===== src/rtl/regfile_dump_reader.sv =====
// regfile_dump_reader: streams {index, value} beats of the register file.
// Define REGDUMP_CSUM_EN to append a trailing XOR checksum beat.
module regfile_dump_reader #(
   parameter int NREGS = 32,
   parameter int AW    = 5,
   parameter int DW    = 32
) (
   input  logic          clk,
   input  logic          reset,
   input  logic          start,
   output logic [AW-1:0] rd_addr,
   input  logic [DW-1:0] rd_data,
   output logic          out_valid,
   input  logic          out_ready,
   output logic [AW-1:0] out_idx,
   output logic [DW-1:0] out_data,
   output logic          out_last,
   output logic          out_csum,
   output logic          busy,
   output logic          stall_req,
   output logic          done
);

   typedef enum logic [2:0] {
      IDLE,
      FETCH,
      SEND,
      CSUM,
      FIN
   } state_t;

   localparam logic [AW-1:0] LAST = AW'(NREGS - 1);

`ifdef REGDUMP_CSUM_EN
   localparam logic REG_LAST_ENDS = 1'b0;
   logic [DW-1:0] acc;
   logic          csum_q;
   assign out_csum = csum_q;
`else
   localparam logic REG_LAST_ENDS = 1'b1;
   assign out_csum = 1'b0;
`endif

   state_t        state;
   logic [AW-1:0] idx;
   logic          primed;

   assign rd_addr   = idx;
   assign stall_req = busy;

   // The first fetch of a scan waits one cycle so the
   // freshly cleared address settles through the read port.
   always_ff @(posedge clk or negedge reset) begin
      if (!reset) begin
         state     <= IDLE;
         idx       <= '0;
         primed    <= 1'b0;
         out_valid <= 1'b0;
         out_idx   <= '0;
         out_data  <= '0;
         out_last  <= 1'b0;
         busy      <= 1'b0;
         done      <= 1'b0;
`ifdef REGDUMP_CSUM_EN
         acc       <= '0;
         csum_q    <= 1'b0;
`endif
      end else begin
         done <= 1'b0;
         unique case (state)
            IDLE: begin
               if (start) begin
                  idx    <= '0;
                  primed <= 1'b0;
                  busy   <= 1'b1;
`ifdef REGDUMP_CSUM_EN
                  acc    <= '0;
`endif
                  state  <= FETCH;
               end
            end
            FETCH: begin
               if (!primed) begin
                  primed <= 1'b1;
               end else begin
                  out_data  <= rd_data;
                  out_idx   <= idx;
                  out_valid <= 1'b1;
                  out_last  <= (idx == LAST) && REG_LAST_ENDS;
`ifdef REGDUMP_CSUM_EN
                  csum_q    <= 1'b0;
                  acc       <= acc ^ rd_data;
`endif
                  state     <= SEND;
               end
            end
            SEND: begin
               if (out_ready) begin
                  out_valid <= 1'b0;
                  if (idx != LAST) begin
                     idx   <= idx + AW'(1);
                     state <= FETCH;
                  end else begin
`ifdef REGDUMP_CSUM_EN
                     state <= CSUM;
`else
                     state <= FIN;
`endif
                  end
               end
            end
`ifdef REGDUMP_CSUM_EN
            CSUM: begin
               if (!out_valid) begin
                  out_valid <= 1'b1;
                  out_idx   <= '0;
                  out_data  <= acc;
                  out_last  <= 1'b1;
                  csum_q    <= 1'b1;
               end else if (out_ready) begin
                  out_valid <= 1'b0;
                  state     <= FIN;
               end
            end
`endif
            FIN: begin
               done  <= 1'b1;
               busy  <= 1'b0;
               state <= IDLE;
            end
            default: state <= IDLE;
         endcase
      end
   end

endmodule


===== config.mk =====
export PLATFORM = sky130hd
export DESIGN_NAME = regfile_dump_reader
export DESIGN_NICKNAME = d
export VERILOG_FILES = /design/src/rtl/regfile_dump_reader.sv
export SDC_FILE = /design/constraint.sdc
export NUM_CORES = 1
export LEC_CHECK = 0
export ABC_AREA = 1
export CAP_MARGIN = 20
export CORE_ASPECT_RATIO = 1.5
export CORE_MARGIN = 4
export CORE_UTILIZATION = 39
export DETAILED_ROUTE_END_ITERATION = 10
export GPL_TIMING_DRIVEN = 1
export PLACE_DENSITY = 0.72
export SYNTH_ARGS = -nofsm -noshare
export SYNTH_HDL_FRONTEND = slang
export SYNTH_SLANG_ARGS = --single-unit
export TNS_END_PERCENT = 5

===== constraint.sdc =====
create_clock -name clk -period 1.6 [get_ports clk]
set_input_delay 0.4 -clock clk [delete_from_list [all_inputs] [get_ports clk]]
set_output_delay 0.4 -clock clk [all_outputs]
set_load 0.01 [all_outputs]

# After elaboration in Yosys (flattened, before gate mapping)
# Cells that the tools add are included.
word_totals:
  input_bits: 36
  memories: 0
  wordCells: 47
  romBits: 0
  ram_bits: 0
  regBits: 50
  latchBits: 0
classes:
  multipliers: 0
  bitwise: 0
  eq_ne: 9
  reduce_logical: 11
  n_shift: 0
  n_div: 0
  mux: 17
  order_cmp: 0
  add_sub_neg: 1
ops:
  columns: ["operator", "n"]
  rows:
  - ["2-to-1 mux 5 bit", 3]
  - ["2-to-1 mux 3 bit", 4]
  - ["case mux 5 bit (2 select lines)", 1]
  - ["case mux 3 bit (3 select lines)", 1]
  - ["!= test 2 bit, second input constant", 4]
  - ["nonzero test 2 bit", 4]
  - ["case mux 1 bit (2 select lines)", 3]
  - ["AND reduction 2 bit", 3]
  - ["AND reduction 3 bit", 2]
  - ["adder 5 x 1 -> 5 bit, second input constant", 1]
  - ["equality test 5 bit, second input constant", 1]
  - ["2-to-1 mux 1 bit", 5]
  - ["!= test 5 bit, second input constant", 1]
  - ["AND reduction 4 bit", 1]
  - ["equality test 3 x 1 -> 1 bit, second input constant", 1]
  - ["equality test 3 x 2 -> 1 bit, second input constant", 1]
  - ["equality test 3 bit, second input constant", 1]
  - ["zero test 3 bit", 1]

# Depth between registers and ports, before layout
# Gate-level depths: netlist of the first run.
logic_depth:
  word_depth: 4
  depth_mapped: 8

# Worst setup path after synthesis of the first run
# No wires, ideal clock.
synth_path:
  path_type: "register to register"
  startpoint: "register idx[0], in the netlist rd_addr[0]"
  endpoint: "register idx[0], in the netlist rd_addr[0]"
  arrival_ns: 1.471
  required_time_ns: 1.483
  slack_ns: 0.012
  path_buffers: 0
  path_stages_with_launch: 9
  cell_sequence: "dfrtp_1 ha_1 nand2_1 nor2_1 ha_1 o21ai_2 nand2_1 nand2_1 nand2_1"
synth_between:
  elab_chain_len: 4
  elab_cells_between_ends: 7
  cone_classes: "add/sub (1); eq/ne (2); mux (3); reduce/logical (1)"
synth_rtl:
  columns: ["item", "line", "rtl"]
  rows:
  - ["start, declared", "45", "logic [AW-1:0] idx;"]
  - ["start signal, assigned", "101", "idx <= idx + AW'(1);"]
  - ["adder 5 x 1 -> 5 bit", "101", null]
  - ["2-to-1 mux 5 bit", "100", "if (idx != LAST) begin"]
  - ["2-to-1 mux 5 bit", "98", "if (out_ready) begin"]
  - ["case mux 5 bit (2 select lines)", "70", "unique case (state)"]
# Parallel ways exist; a longest one is shown, timed or not. The select of a mux whose other input is x is not followed.
# A chain may end at the register's enable or synchronous reset.

# Worst setup path after layout of the first run
layout_path:
  startpoint: "register idx[1], in the netlist rd_addr[1]"
  endpoint: "output rd_addr[1]"
layout_lines:
  columns: ["item", "line", "rtl"]
  rows:
  - ["end, declared", "11", "output logic [AW-1:0] rd_addr,"]
# No word-level cell between the ends.

==> results of run 1 <==
[cells by family after synthesis]
kind of cell               Yosys count
and+or+nand+nor                    160
adders and majority gates            2
buffers and inverters               26
other                                1
AOI/OAI and AO/OA                    5
DFF                                 50
[worst paths after layout]
path / from / endpoint / cells after the start
max in group asynchronous: reset / out_data[26] / 2
min reg2reg: state[0] / done / 1
min in group clk: state[0] / done / 1
max: rd_addr[1] / rd_addr[1] / 2
max reg2reg: rd_addr[0] / rd_addr[3] / 8
min: reset / out_data[16] / 2
[final cells by class]
cell class | instances | area (µm²) | area share [%]
Sequential cell | 50 | 1250 | 39.8
Tap cell | 68 | 85.1 | 2.70
Multi-Input combinational cell | 168 | 747 | 23.7
Timing Repair Buffer | 97 | 941 | 29.9
Clock buffer | 7 | 76.3 | 2.43
Inverter | 12 | 45.0 | 1.43
[sequential cells by signal, indices dropped and copies added (netlist names)]
| signal | count |
|---|---|
| state | 3 |
| primed | 1 |
| done | 1 |
| busy | 1 |
| rd_addr | 5 |
| out_valid | 1 |
| out_idx | 5 |
| out_data | 32 |
| out_last | 1 |
[per-stage QoR]
step	util, %	hold WS [ns]	area, µm²
after floorplan	-	0.104	2110
after global placement	58.0	0.417	3020
after detailed placement	58.0	0.412	3020
after CTS	58.8	0.0850	3060
after global routing	60.4	0.0861	3150
final	60.4	0.0769	3150
[per-layer routing]
metal,vias to the layer above,wire length (µm),GRT usage [%]
met4,0,113,6.28
met1,839,2060,21.0
met2,46,2950,29.8
met5,-,0,0
met3,10,259,2.65
li1,950,-,-
[layout by cell type, fill, tap and decap left out, types with 2 or more instances in the layout]
master           count
dlymetal6s2s_1      19
nand2_1             98
inv_1               12
nor3_1               2
clkdlybuf4s50_1     34
dlygate4sd2_1       28
buf_4               15
dfrtp_1             50
ha_2                 2
clkbuf_8             5
clkbuf_1             2
nor2_1              12
nand3_1             45
[where the power goes]
group          leakage, nW  internal, mW  switching [mW]
Clock               0.0383         0.302           0.380
Combinational         1.20          1.10            1.45
Sequential           0.629          1.75           0.241
Total                 1.87          3.14            2.07
[what timing repair did]
| action | in CTS | in global routing |
|---|---|---|
| buffers inserted | 0 | 4 |
| endpoints found under the setup margin | 28 | 25 |
| pin swaps | 0 | 1 |
| hold buffers | 0 | 0 |
| resized for setup | 28 | 22 |
==> impl_metrics.py, run 1 <==
metrics = {
    "critical_path": {
        "crit_chain": "buf_4, dlygate4sd2_1",
        "crit_path_top_delay_cell": "dfrtp_1",
        "cp-start-kind": "flop",
        "path_max_fanout": 3,
        "path_class": "reg -> out",
        "cp-end-kind": "output port",
        "r2r_slack_ns": 0.16,
        "arrival_ns": 1.13,
        "critPathMaxStageDelay_ns": 0.40,
        "crit_buf_inv": 2,
        "crit_family": "buffers and inverters",
        "critical_path_required_ns": 1.20,
    },
    "place": {
        "port_buffers": 82,
        "gp_congestion": 0.787,
        "dp.cells": 391,
        "post-place-ws_ns": 0.0391,
        "place_hpwl_mm": 3.99,
    },
    "synthesis": {
        "ys_seq_elements": 50,
        "synth_top_family_by_area": "simple AND/OR/NAND/NOR gates",
        "netlist.area_leader.share_pct": 59.4,
        "synth-simple-area-share_pct": 31.9,
        "synthTopCellsByCount": "99 x nand2_1, 50 x dfrtp_1, 45 x nand3_1",
        "synth_area_leaders": "dfrtp_1 59%, nand2_1 18%, nand3_1 11%",
        "synthFlopType": "dfrtp_1",
        "synth_fa_ha_area_share_pct": 1.19,
        "synth-xor-area-share_pct": 0,
        "synth_top_cell_by_area": "dfrtp_1",
        "syn_avg_cell_area_um2": 8.64,
        "seq_area_frac_synth_pct": 59.4,
        "netlist_area_mm2": 0.00211,
        "synth.area.mux_share_pct": 0,
        "synth_compound_area_share_pct": 1.54,
        "ys_types": 18,
        "synthesis.nets": 282,
        "synth_most_common_cell": "nand2_1",
        "synth_edf_count": 0,
        "syn_inst": 244,
        "yosys_warnings": 0,
        "synthArstFlopShare_pct": 100,
    },
    "floorplanning": {
        "dieArea_mm2": 0.00667,
        "initial_core_util_pct": 40.5,
        "die_y_um": 98.0,
        "rows": 32,
        "io_pins": 84,
        "core_area_mm2": 0.00520,
        "dieWidth_um": 68.0,
    },
    "route": {
        "routedWlPerCell_um": 13.4,
        "num_vias": 1845,
        "drt_iter0_markers": 87,
        "vias_per_cell": 4.59,
        "postRouteAntennaNets": 0,
        "firstDrtPassIters": 4,
        "drt_wl_total_mm": 5.38,
        "drc": 0,
    },
    "power": {
        "power_leakage_nw": 1.87,
        "power.density_mw_per_mm2": 1660,
        "p_total_mw": 5.21,
        "irDropWorstVdd_mv": 0.786,
    },
    "grt": {
        "grt_pass1_vias": 1840,
        "grtUsageTotal_pct": 17.2,
        "gr-total-overflow": 0,
        "grt_start_max_net_pins": 29,
        "antenna_found_initial": 0,
        "grt_pass1_wl_mm": 8.96,
    },
    "finish": {
        "final_nets": 372,
        "insertedDiodeCount": 0,
        "final_cells": 402,
        "drive_gt1_share_pct": 8.08,
        "syn2layout_area_growth_pct": 49.3,
        "fillCellCount": 479,
    },
    "sta": {
        "rsz0062_at_grt": "true",
        "setup-tns-final_ns": 0,
        "finalCritPeriodShare_pct": 95.3,
        "clock_skew_ns": 0.00818,
        "period_needed_ns": 1.53,
        "report.final.slew_viol_count": 0,
        "fmaxAchievable_mhz": 656,
        "worst_slack_ns": 0.0746,
        "finalSetupViolCount": 0,
        "hold_viol": 0,
    },
    "clock_tree": {
        "cts_made_buffers": 5,
        "cts_root_buf": "clkbuf_8",
        "clk_pin_slew_ns": 0.09,
        "htreeDepth": 2,
        "cts.path.max_buffers": 2,
        "clk-insertion-delay-late_ns": 0.30,
        "cts_tree": "built",
        "clkSinkCount": 50,
    },
    "job": {
        "max_cap_viol_count": 0,
    },
    "run_status": {
        "outcome": "completed",
    },
    "min_path": {
        "worstHoldPathType": "in -> async",
    },
}
(Power assumes the default switching activity.)
==> run 2: changes to the inputs <==
==> constraint.sdc (replaced) <==
create_clock -name clk -period 1.6 [get_ports clk]
set_input_delay 0.32 -clock clk [delete_from_list [all_inputs] [get_ports clk]]
set_output_delay 0.32 -clock clk [all_outputs]
set_load 0.01 [all_outputs]
==> impl_metrics.py, run 2 (synthesized netlist as in run 1, its figures left out) <==
metrics = {
    "run_status": {
        "outcome": "completed",
    },
    "sta": {
        "report.final.slew_viol_count": 0,
        "hold_viol": 0,
        "setup-tns-final_ns": 0,
        "clock_skew_ns": 0.00958,
        "worst_slack_ns": 0.0608,
        "fmaxAchievable_mhz": 650,
        "finalCritPeriodShare_pct": 96.2,
        "finalSetupViolCount": 0,
        "period_needed_ns": 1.54,
        "rsz0062_at_grt": "false",
    },
    "critical_path": {
        "regToRegEndpoint": "rd_addr[2]",
        "crit_path_top_delay_cell": "clkdlybuf4s50_1",
        "crit_cells": 1,
        "critical_path_required_ns": 1.28,
        "crit_buf_inv": 1,
        "reg2regPathDepth": 8,
        "critPathMaxStageDelay_ns": 0.55,
        "path_max_fanout": 3,
        "path_class": "reg -> out",
        "crit_chain": "clkdlybuf4s50_1",
        "r2r_start": "rd_addr[0]",
        "r2r_slack_ns": 0.11,
        "cp-end-kind": "output port",
        "arrival_ns": 1.22,
        "cp-start-kind": "flop",
        "crit_family": "buffers and inverters",
    },
    "clock_tree": {
        "cts_tree": "built",
        "cts_root_buf": "clkbuf_8",
        "cts_setup_buffers": 0,
        "clk-insertion-delay-late_ns": 0.30,
        "htreeDepth": 2,
        "cts.path.max_buffers": 2,
        "clk_pin_slew_ns": 0.08,
        "clkSinkCount": 50,
        "cts_made_buffers": 5,
    },
    "route": {
        "firstDrtPassIters": 4,
        "drt_wl_total_mm": 5.19,
        "postRouteAntennaNets": 0,
        "drc": 0,
        "drt_iter0_markers": 74,
        "vias_per_cell": 4.65,
        "routedWlPerCell_um": 13.0,
        "num_vias": 1861,
    },
    "floorplanning": {
        "dieWidth_um": 68.0,
        "die_y_um": 98.0,
        "dieArea_mm2": 0.00667,
        "rows": 32,
        "io_pins": 84,
        "core_area_mm2": 0.00520,
        "initial_core_util_pct": 40.5,
    },
    "power": {
        "irDropWorstVdd_mv": 1.12,
        "power_leakage_nw": 1.61,
        "comb_power_share_pct": 49.1,
        "power.share.clock_pct": 14.9,
        "switching_power_mw": 2.07,
        "p_seq_share_pct": 36.0,
        "switching_share_pct": 37.4,
        "power.density_mw_per_mm2": 1760,
        "p_int_mw": 3.47,
    },
    "grt": {
        "use_met3_pct": 2.30,
        "use_met1_pct": 18.6,
        "grt_start_max_net_pins": 51,
        "grtUsageTotal_pct": 16.6,
        "grt_pass1_wl_mm": 8.49,
        "grt_pass1_vias": 1814,
        "antenna_found_initial": 0,
        "grt_use_met2_pct": 30.9,
        "gr-total-overflow": 0,
        "busiest_layer": "met2",
    },
    "job": {
        "max_cap_viol_count": 0,
    },
    "place": {
        "post-place-ws_ns": 0.0938,
        "place_hpwl_mm": 3.80,
        "port_buffers": 82,
        "gp_congestion": 0.813,
    },
    "finish": {
        "multi_input_area_um2": 742,
        "final_cell_mix": "98 x nand2_1, 75 x clkdlybuf4s50_1, 50 x dfrtp_1",
        "fillCellCount": 472,
        "regArea_mm2": 0.00125,
        "drive_gt1_share_pct": 7.23,
        "insertedDiodeCount": 0,
        "final_common_cell": "nand2_1",
        "syn2layout_area_growth_pct": 49.7,
        "final_nets": 369,
        "largest_register_ffs": 32,
        "regMostFlops": "out_data",
    },
    "min_path": {
        "hold_end": "done",
        "worstHoldPathType": "reg -> reg",
        "hold_path_depth": 1,
        "hp-start": "state[0]",
    },
}
==> run 2: area by class of cell <==
| type | count | share of cell area [%] |
|---|---|---|
| flip-flops and latches | 50 | 39.7 |
| repair buffers | 94 | 29.2 |
| multi-input cells | 168 | 23.5 |
| clock buffers | 8 | 3.49 |
| well taps | 68 | 2.70 |
| inverters | 12 | 1.43 |
==> run 2: routing by layer <==
layer | vias to the layer above | part of all wire [%]
met4 | 0 | 1.4
met3 | 7 | 4.6
met5 | - | 0
met1 | 865 | 39
met2 | 50 | 55
li1 | 939 | -
==> run 2: power groups by stage <==
stage	registers, mW	logic [mW]	clock network [mW]
5_1_grt	2.06	3.00	0.902
4_1_cts	2.00	2.76	0.858
6_report	1.99	2.72	0.826
2_1_floorplan	2.23	1.15	0
3_3_place_gp	2.00	2.72	0
3_5_place_dp	2.02	2.76	0
==> run 2: worst max path at each step <==
stage	slack [ns]	startpoint	endpoint
finish	0.06	busy	busy
global route	0.007	busy	busy
CTS	0.03	rd_addr[3]	rd_addr[3]
detailed placement	0.09	rd_addr[0]	rd_addr[2]
global placement	0.16	rd_addr[0]	rd_addr[3]
floorplan	0.01	rd_addr[0]	rd_addr[0]
==> run 2: repair_timing <==
action / CTS / global route
hold buffers: 1 / 0
endpoints found under the hold margin: 17 / 0
cloned: 0 / 0
pin swaps: 0 / 1
gates resized for setup: 4 / 3
setup endpoints to repair: 4 / 7
==> run 2: per-stage QoR <==
| stage | utilization [%] | instance area (µm²) | instances | hold slack, ns | power (mW) |
|---|---|---|---|---|---|
| floorplan | - | 2110 | 244 | 0.0244 | 3.38 |
| global placement | 58.2 | 3030 | 391 | 0.327 | 4.72 |
| detailed placement | 58.2 | 3030 | 391 | 0.327 | 4.78 |
| CTS | 60.5 | 3150 | 400 | 0.470 | 5.62 |
| global route | 60.6 | 3150 | 400 | 0.487 | 5.96 |
| finish | 60.6 | 3150 | 400 | 0.468 | 5.54 |
==> run 3: changes to the inputs <==
--- a/config.mk
+++ b/config.mk
@@ -5,14 +5,13 @@
 export SDC_FILE = /design/constraint.sdc
 export NUM_CORES = 1
 export LEC_CHECK = 0
-export ABC_AREA = 1
 export CAP_MARGIN = 20
 export CORE_ASPECT_RATIO = 1.5
 export CORE_MARGIN = 4
-export CORE_UTILIZATION = 39
+export CORE_UTILIZATION = 38
 export DETAILED_ROUTE_END_ITERATION = 10
 export GPL_TIMING_DRIVEN = 1
-export PLACE_DENSITY = 0.72
+export PLACE_DENSITY = 0.71
 export SYNTH_ARGS = -nofsm -noshare
 export SYNTH_HDL_FRONTEND = slang
 export SYNTH_SLANG_ARGS = --single-unit
==> impl_metrics.py, run 3 <==
metrics = {
    "route": {
        "drt_iter0_markers": 30,
        "routedWlPerCell_um": 15.2,
        "firstDrtPassIters": 4,
        "drt_wl_total_mm": 4.66,
        "vias_per_cell": 4.68,
        "drc": 0,
        "postRouteAntennaNets": 0,
        "num_vias": 1437,
    },
    "clock_tree": {
        "htreeDepth": 2,
        "cts_made_buffers": 5,
        "cts_tree": "built",
        "clk-insertion-delay-late_ns": 0.29,
        "clkSinkCount": 50,
        "cts.path.max_buffers": 2,
        "cts_root_buf": "clkbuf_8",
        "clk_pin_slew_ns": 0.09,
    },
    "finish": {
        "drive_gt1_share_pct": 24.7,
        "insertedDiodeCount": 0,
        "final_cell_mix": "76 x clkdlybuf4s50_1, 49 x dfrtp_1, 23 x mux2_2",
        "largest_register_ffs": 32,
        "syn2layout_area_growth_pct": 54.9,
        "fin_util_pct": 61.3,
        "final_area_mm2": 0.00317,
        "final_nets": 276,
        "final_common_cell": "clkdlybuf4s50_1",
        "regMostFlops": "out_data",
        "final_cells": 307,
    },
    "sta": {
        "report.final.slew_viol_count": 0,
        "finalSetupViolCount": 5,
        "whs_ns": 0.440,
        "rsz0062_at_grt": "true",
        "hold_viol": 0,
        "clock_skew_ns": 0.00869,
        "fmaxAchievable_mhz": 540,
        "finalCritPeriodShare_pct": 116,
        "worst_slack_ns": -0.251,
        "period_needed_ns": 1.85,
    },
    "synthesis": {
        "yosys_warnings": 0,
        "syn_inst": 139,
        "synthFlopType": "dfrtp_1",
        "synthArstFlopShare_pct": 100,
        "ys_types": 30,
        "synthesis.nets": 177,
        "netlist_area_mm2": 0.00204,
        "syn_avg_cell_area_um2": 14.7,
        "synthTopCellsByCount": "50 x dfrtp_1, 23 x mux2_2, 15 x mux2_1",
        "seq_area_frac_synth_pct": 61.2,
        "synth_most_common_cell": "dfrtp_1",
        "synth_edf_count": 0,
        "synth_top_cell_by_area": "dfrtp_1",
        "synth_area_leaders": "dfrtp_1 61%, mux2_2 13%, mux2_1 8.3%",
        "netlist.area_leader.share_pct": 61.2,
        "ys_seq_elements": 50,
    },
    "critical_path": {
        "reg2regPathDepth": 8,
        "r2r_slack_ns": -0.25,
        "regToRegEndpoint": "rd_addr[2]",
        "cp-start-kind": "flop",
        "path_class": "reg -> reg",
        "arrival_ns": 2.02,
        "path_max_fanout": 3,
        "critical_path_required_ns": 1.77,
        "r2r_start": "rd_addr[0]",
        "cp-end-kind": "flop",
    },
    "grt": {
        "grt_pass1_vias": 1533,
        "grt_pass1_wl_mm": 7.32,
        "grt_start_max_net_pins": 42,
        "gr-total-overflow": 0,
        "antenna_found_initial": 0,
        "grtUsageTotal_pct": 14.5,
    },
    "floorplanning": {
        "dieArea_mm2": 0.00664,
        "die_y_um": 97.8,
        "rows": 32,
        "core_area_mm2": 0.00516,
        "initial_core_util_pct": 39.6,
        "io_pins": 84,
        "dieWidth_um": 67.9,
    },
    "power": {
        "power_leakage_nw": 1.36,
        "p_total_mw": 5.79,
        "power.density_mw_per_mm2": 1830,
        "irDropWorstVdd_mv": 0.817,
    },
    "run_status": {
        "violations": "negative setup slack",
        "outcome": "finished with violations",
    },
    "min_path": {
        "worstHoldPathType": "in -> async",
    },
    "place": {
        "place_hpwl_mm": 3.40,
        "port_buffers": 82,
        "dp.cells": 296,
        "post_dp_cell_area_mm2": 0.00301,
        "gp_congestion": 0.846,
    },
    "job": {
        "max_cap_viol_count": 0,
    },
}
## run 3: logic make-up (layout without fill, tap and decap cells)
group           Yosys count  after routing  synth area share, %
other cells               1              1                0.183
simple gates             21             21                 5.94
compound gates           12             12                 4.59
flops                    50             50                 61.2
fa+ha+maj                 2              2                 1.22
mux                      41             41                 22.4
buf+inv                  12            112                 4.47
## run 3: final cells by class
type,instances,area [µm²]
inverters,4,15.0
clock inverters,3,40.0
repair buffers,100,972
well taps,68,85.1
flip-flops and latches,50,1250
fillers,411,2000
multi-input cells,77,733
clock buffers,5,68.8
## run 3: critical path: stages (launching register included)
cell and delay [ns]:
dfrtp_2 0.43, ha_4 0.16, and3_4 0.18, ha_4 0.15, nand3b_1 0.22, buf_4 0.18
buf_4 0.12, o211ai_1 0.18, o311ai_1 0.12
## run 3: how the worst max path moves through the flow
stage / start / endpoint / cells past startpoint
6_report: rd_addr[0] / rd_addr[2] / 8
5_1_grt: rd_addr[0] / rd_addr[4] / 7
4_1_cts: rd_addr[0] / rd_addr[3] / 6
3_5_place_dp: rd_addr[0] / rd_addr[3] / 6
3_3_place_gp: rd_addr[0] / rd_addr[3] / 6
2_1_floorplan: rd_addr[0] / rd_addr[1] / 6
## run 3: repair_timing
action / in CTS / in global routing
endpoints found under the hold margin: 9 / 0
setup buffers: 1 / 1
setup endpoints to repair: 10 / 5
hold buffers: 1 / 0
pin swaps: 1 / 0
resized for setup: 6 / 2
## run 3: per-layer routing
layer | GRT usage (%) | vias up | routed length [µm]
li1 | - | 680 | -
met3 | 4.37 | 4 | 321
met5 | 0 | - | 0
met2 | 26.0 | 53 | 2380
met4 | 3.68 | 0 | 53
met1 | 16.2 | 700 | 1900
## run 3: stage by stage
stage | setup TNS (ns) | setup slack [ns]
final | -0.918 | -0.251
after global routing | -1.29 | -0.308
after CTS | -0.852 | -0.222
after detailed placement | -0.802 | -0.212
after global placement | -0.602 | -0.178
after floorplan | -0.860 | -0.208
## run 3: where the power goes
| group | total [mW] | switching [mW] | internal (mW) | leakage, nW |
|---|---|---|---|---|
| clock network | 0.866 | 0.405 | 0.461 | 0.0579 |
| registers | 2.07 | 0.259 | 1.82 | 0.604 |
| logic | 2.85 | 1.11 | 1.74 | 0.699 |
| total | 5.79 | 1.78 | 4.01 | 1.36 |
==> patch 1 (settings of run 2) <==
Change the localparam `REG_LAST_ENDS` from 1'b1 to 1'b0.
--- a/src/rtl/regfile_dump_reader.sv
+++ b/src/rtl/regfile_dump_reader.sv
@@ -38,5 +38,5 @@
    assign out_csum = csum_q;
 `else
-   localparam logic REG_LAST_ENDS = 1'b1;
+   localparam logic REG_LAST_ENDS = 1'b0;
    assign out_csum = 1'b0;
 `endif
Behaviour: no difference found for any inputs over 10 cycles, from zero or initial values and one cycle with reset low; that may be too few to reach the edited logic, so the function may still have changed.
==> patch 1 against run 2 <==
Final area grew 2.9%; area after synthesis grew 9.0%; total power grew 2.5%; wire length grew 2.5%; via count shrank 0.48%; final cell count shrank 0.25%; sequential cell count shrank 1; first-iteration DRC count shrank 19%; setup slack lost 0.011 ns; largest cell class unchanged.
==> patch 1: results <==
[grt]
first_global_vias = 1829
grt_max_degree = 50
groute.usage.overall_pct = 15.05
grt_first_pass_wirelength_mm = 8.700

[final_layout]
largest_register_ffs = 32
area_growth_syn_to_layout_pct = 41.42
clock_buffer_count = 7
finalNetCount = 364
seqAreaFraction_pct = 37.80
clkCellAreaFrac_pct = 3.584
share_of_post_route_cells_with_drive_strength_above_1_pct = 15.29
nonClockBufferCount = 93
multi_input_area_um2 = 867.1
nFillCells = 537
layout.buffer.nonclock.area_share_pct = 28.09
logic_inverters = 9
multi_input_area_share_pct = 26.71
design.seq.count = 49
fin_cells = 399

[power]
power-per-cell-area_nw_per_um2 = 1748
vdd_ir_drop_max_mv = 0.7863
power.combinational.total_w = 0.00279
p_seq_w = 0.00199
p_leak_nw = 1.592
power.share.switching_pct = 38.20

[clocking]
gates_resized_cts_repair = 3
cts_post_setup_buffers_inserted = 2
holdBufCountCts = 0

[placement]
place_worst_setup_slack_ns = 0.03632
numPlacedInstances = 388
place.gp.congestion = 0.8156
postPlaceCellArea_um2 = 3089
dp.final_hpwl_mm = 3.815
numPortBuffers = 81

[synth]
synth.distinct_cells = 21
yosys_warnings = 0
post_synth_fa_ha_maj_area_fraction_pct = 1.090
syn-instance-count = 240
seq_area_frac_synth_pct = 53.41
commonest_cells_post_synth = 101 x sky130_fd_sc_hd__nand2_1, 49 x sky130_fd_sc_hd__dfrtp_1, 21 x sky130_fd_sc_hd__nand3_2
synth_area_leaders = sky130_fd_sc_hd__dfrtp_1 53%, sky130_fd_sc_hd__nand2_1 17%, sky130_fd_sc_hd__nand3_2 9.2%
post_synthesis_compound_gate_area_fraction_pct = 1.689

[sta]
worst_case_setup_margin_in_the_final_layout_ns = 0.05028
timing.clock.skew_ns = 0.006713

[detailed_routing]
detail_route.iter0.violations = 60
via_per_inst = 4.642
route.final.wire_length_mm = 5.318
first_pass_iters = 4

[critical_path]
cp-endpoint = stall_req
r2r_path_start = rd_addr[0]
r2r_cells = 10
path_delay_family = buffers and inverters
worst-r2r-setup-slack_ns = 0.13

[status]
outcome = complete, no violations
==> patch 1: cell types whose count changed after synthesis, moves of 4 or more <==
cell / change
sky130_fd_sc_hd__nand3_2: +20
sky130_fd_sc_hd__nand3_1: -25
sky130_fd_sc_hd__buf_2: -6
sky130_fd_sc_hd__inv_1: -4
sky130_fd_sc_hd__buf_12: +4
sky130_fd_sc_hd__nor2_1: -5
sky130_fd_sc_hd__o21ai_0: +5
==> patch 1: per-layer routing <==
layer	vias to the layer above	share of wire (%)	track usage, %
met3	4	4.1	2.854
met2	43	55	27.85
met4	0	1.5	5.355
li1	927	-	-
met1	878	39	17.26
met5	-	0	0
==> patch 1: worst min-delay path by stage <==
stage,from,end,slack (ns),cells past startpoint
2_1_floorplan,reset,busy,0.02,0
3_3_place_gp,reset,out_data[17],0.33,2
3_5_place_dp,reset,out_data[17],0.33,2
4_1_cts,reset,out_data[29],0.004,2
5_1_grt,out_data[23],out_data[23],0.50,2
6_report,out_data[22],out_data[22],0.47,2
==> patch 2 (config.mk and constraints of run 2) <==
Without the edit above. Make the reset (`reset`) synchronous in one clocked block.
--- a/src/rtl/regfile_dump_reader.sv
+++ b/src/rtl/regfile_dump_reader.sv
@@ -51,5 +51,5 @@
    // The first fetch of a scan waits one cycle so the
    // freshly cleared address settles through the read port.
-   always_ff @(posedge clk or negedge reset) begin
+   always_ff @(posedge clk) begin
       if (!reset) begin
          state     <= IDLE;
Function: differs if reset is asserted again (counterexample within 4 cycles, from zero or initial values and one cycle with reset low); with reset held inactive, the same outputs for 10 cycles.
==> patch 2 against run 2 <==
Area after synthesis down 8.6%; count of clock-buffer cells in the layout down 2; wire length down 7.8%; highest routed layer unchanged; sequential cell count unchanged; final area down 7.6%; largest cell class unchanged; core utilization about the same; setup slack worse by 0.0068 ns.
Power is not compared: it rests on default switching activity, and its combinational part moved more than twofold at a synthesized area within 25%.
==> patch 2: results <==
[critical_path]
r2r_cells = 11
path_max_fanout = 6
startpoint = rd_addr[2]
crit_path_end_kind = primary output
r2r_path_start = rd_addr[0]
worst-r2r-setup-slack_ns = 0.09
path_delay_family = buffers and inverters
cp-endpoint = rd_addr[2]
crit_slowest_cell = sky130_fd_sc_hd__clkdlybuf4s50_1
worstReg2RegEnd = rd_addr[4]

[sta]
timing_worst_slew_pin_value_ns = 0.5852
timing.clock.skew_ns = 0.009494

[final_layout]
finalNetCount = 372
share_of_post_route_cells_with_drive_strength_above_1_pct = 8.434
n_antenna_cell = 0
nFillCells = 476

[synth]
synthesis.nets = 289
synth.distinct_cells = 22
commonest_cells_post_synth = 76 x sky130_fd_sc_hd__nor2_1, 50 x sky130_fd_sc_hd__dfxtp_1, 40 x sky130_fd_sc_hd__o21ai_0
synth-main-ff-cell = sky130_fd_sc_hd__dfxtp_1
seq_area_frac_synth_pct = 51.95
async_reset_ff_share_pct = 0
synth_area_leaders = sky130_fd_sc_hd__dfxtp_1 52%, sky130_fd_sc_hd__nor2_1 15%, sky130_fd_sc_hd__o21ai_0 10%

[clocking]
clk_latency_ns = 0.29
htreeDepth = 2
numCtsBuffers = 5

[placement]
numPortBuffers = 82
place.gp.congestion = 0.8560
dp.final_hpwl_mm = 3.486

[grt]
grt_max_degree = 36
grt_first_pass_wirelength_mm = 7.755
groute.usage.overall_pct = 16.03
first_global_vias = 1766

[detailed_routing]
route.vias.total = 1866
avgRoutedWirePerCell_um = 12.02
first_pass_iters = 4
detail_route.iter0.violations = 111

[power]
vdd_ir_drop_max_mv = 0.7443

[status]
outcome = complete, no violations
==> patch 2: per-layer routing <==
metal	share of wire (%)	GRT usage [%]
met1	40	18.03
met5	0	0
met4	3.0	7.093
met3	5.2	4.192
met2	52	27.90
==> patch 2: stage by stage <==
step                      std cells  hold WS (ns)  power [W]  area (µm²)  setup slack [ns]
after global routing            398        0.5088   0.002655        2914         -0.009435
after floorplan                 250        0.4402   0.001585        1927            0.1221
after detailed placement        392        0.4576   0.001847        2816           0.09867
after global placement          392        0.4624   0.001843        2816            0.1174
final                           398        0.4684   0.002531        2914           0.05406
after CTS                       398        0.4702   0.002552        2898           0.01774
==> patch 2: final cells by class <==
| class | count | area share, % |
|---|---|---|
| Tap cell | 66 | 2.834 |
| Multi-Input combinational cell | 170 | 27.31 |
| Timing Repair Buffer | 89 | 30.31 |
| Inverter | 17 | 2.190 |
| Clock buffer | 6 | 2.834 |
| Sequential cell | 50 | 34.52 |
==> patch 2: what timing repair did <==
| action | 4_1_cts | 5_1_grt |
|---|---|---|
| pin swaps | 0 | 0 |
| gates resized for setup | 3 | 6 |
| setup buffers | 0 | 0 |
| hold buffers | 0 | 0 |
| endpoints found under the setup margin | 3 | 7 |
==> patch 2: cells by family after synthesis <==
logic type,after synthesis,share of synthesized area [%]
other cells,1,0.1946
compound gates,55,14.48
fa+ha+maj,3,1.948
buf+inv,30,7.402
simple gates,111,24.03
flops,50,51.95
==> patch 2: worst min-delay path by stage <==
| stage | cells after the start | slack, ns | endpoint | start |
|---|---|---|---|---|
| final | 2 | 0.47 | primed | primed |
| after global routing | 2 | 0.51 | primed | primed |
| after CTS | 2 | 0.47 | primed | primed |
| after detailed placement | 2 | 0.46 | primed | primed |
| after global placement | 2 | 0.46 | primed | primed |
| after floorplan | 2 | 0.44 | primed | primed |
==> patch 2: power by group <==
part           leakage (nW)  switching (W)  internal, W
Combinational         0.788       0.000215     0.000253
Clock                0.0431       0.000380     0.000334
Sequential            0.408      0.0000375      0.00131
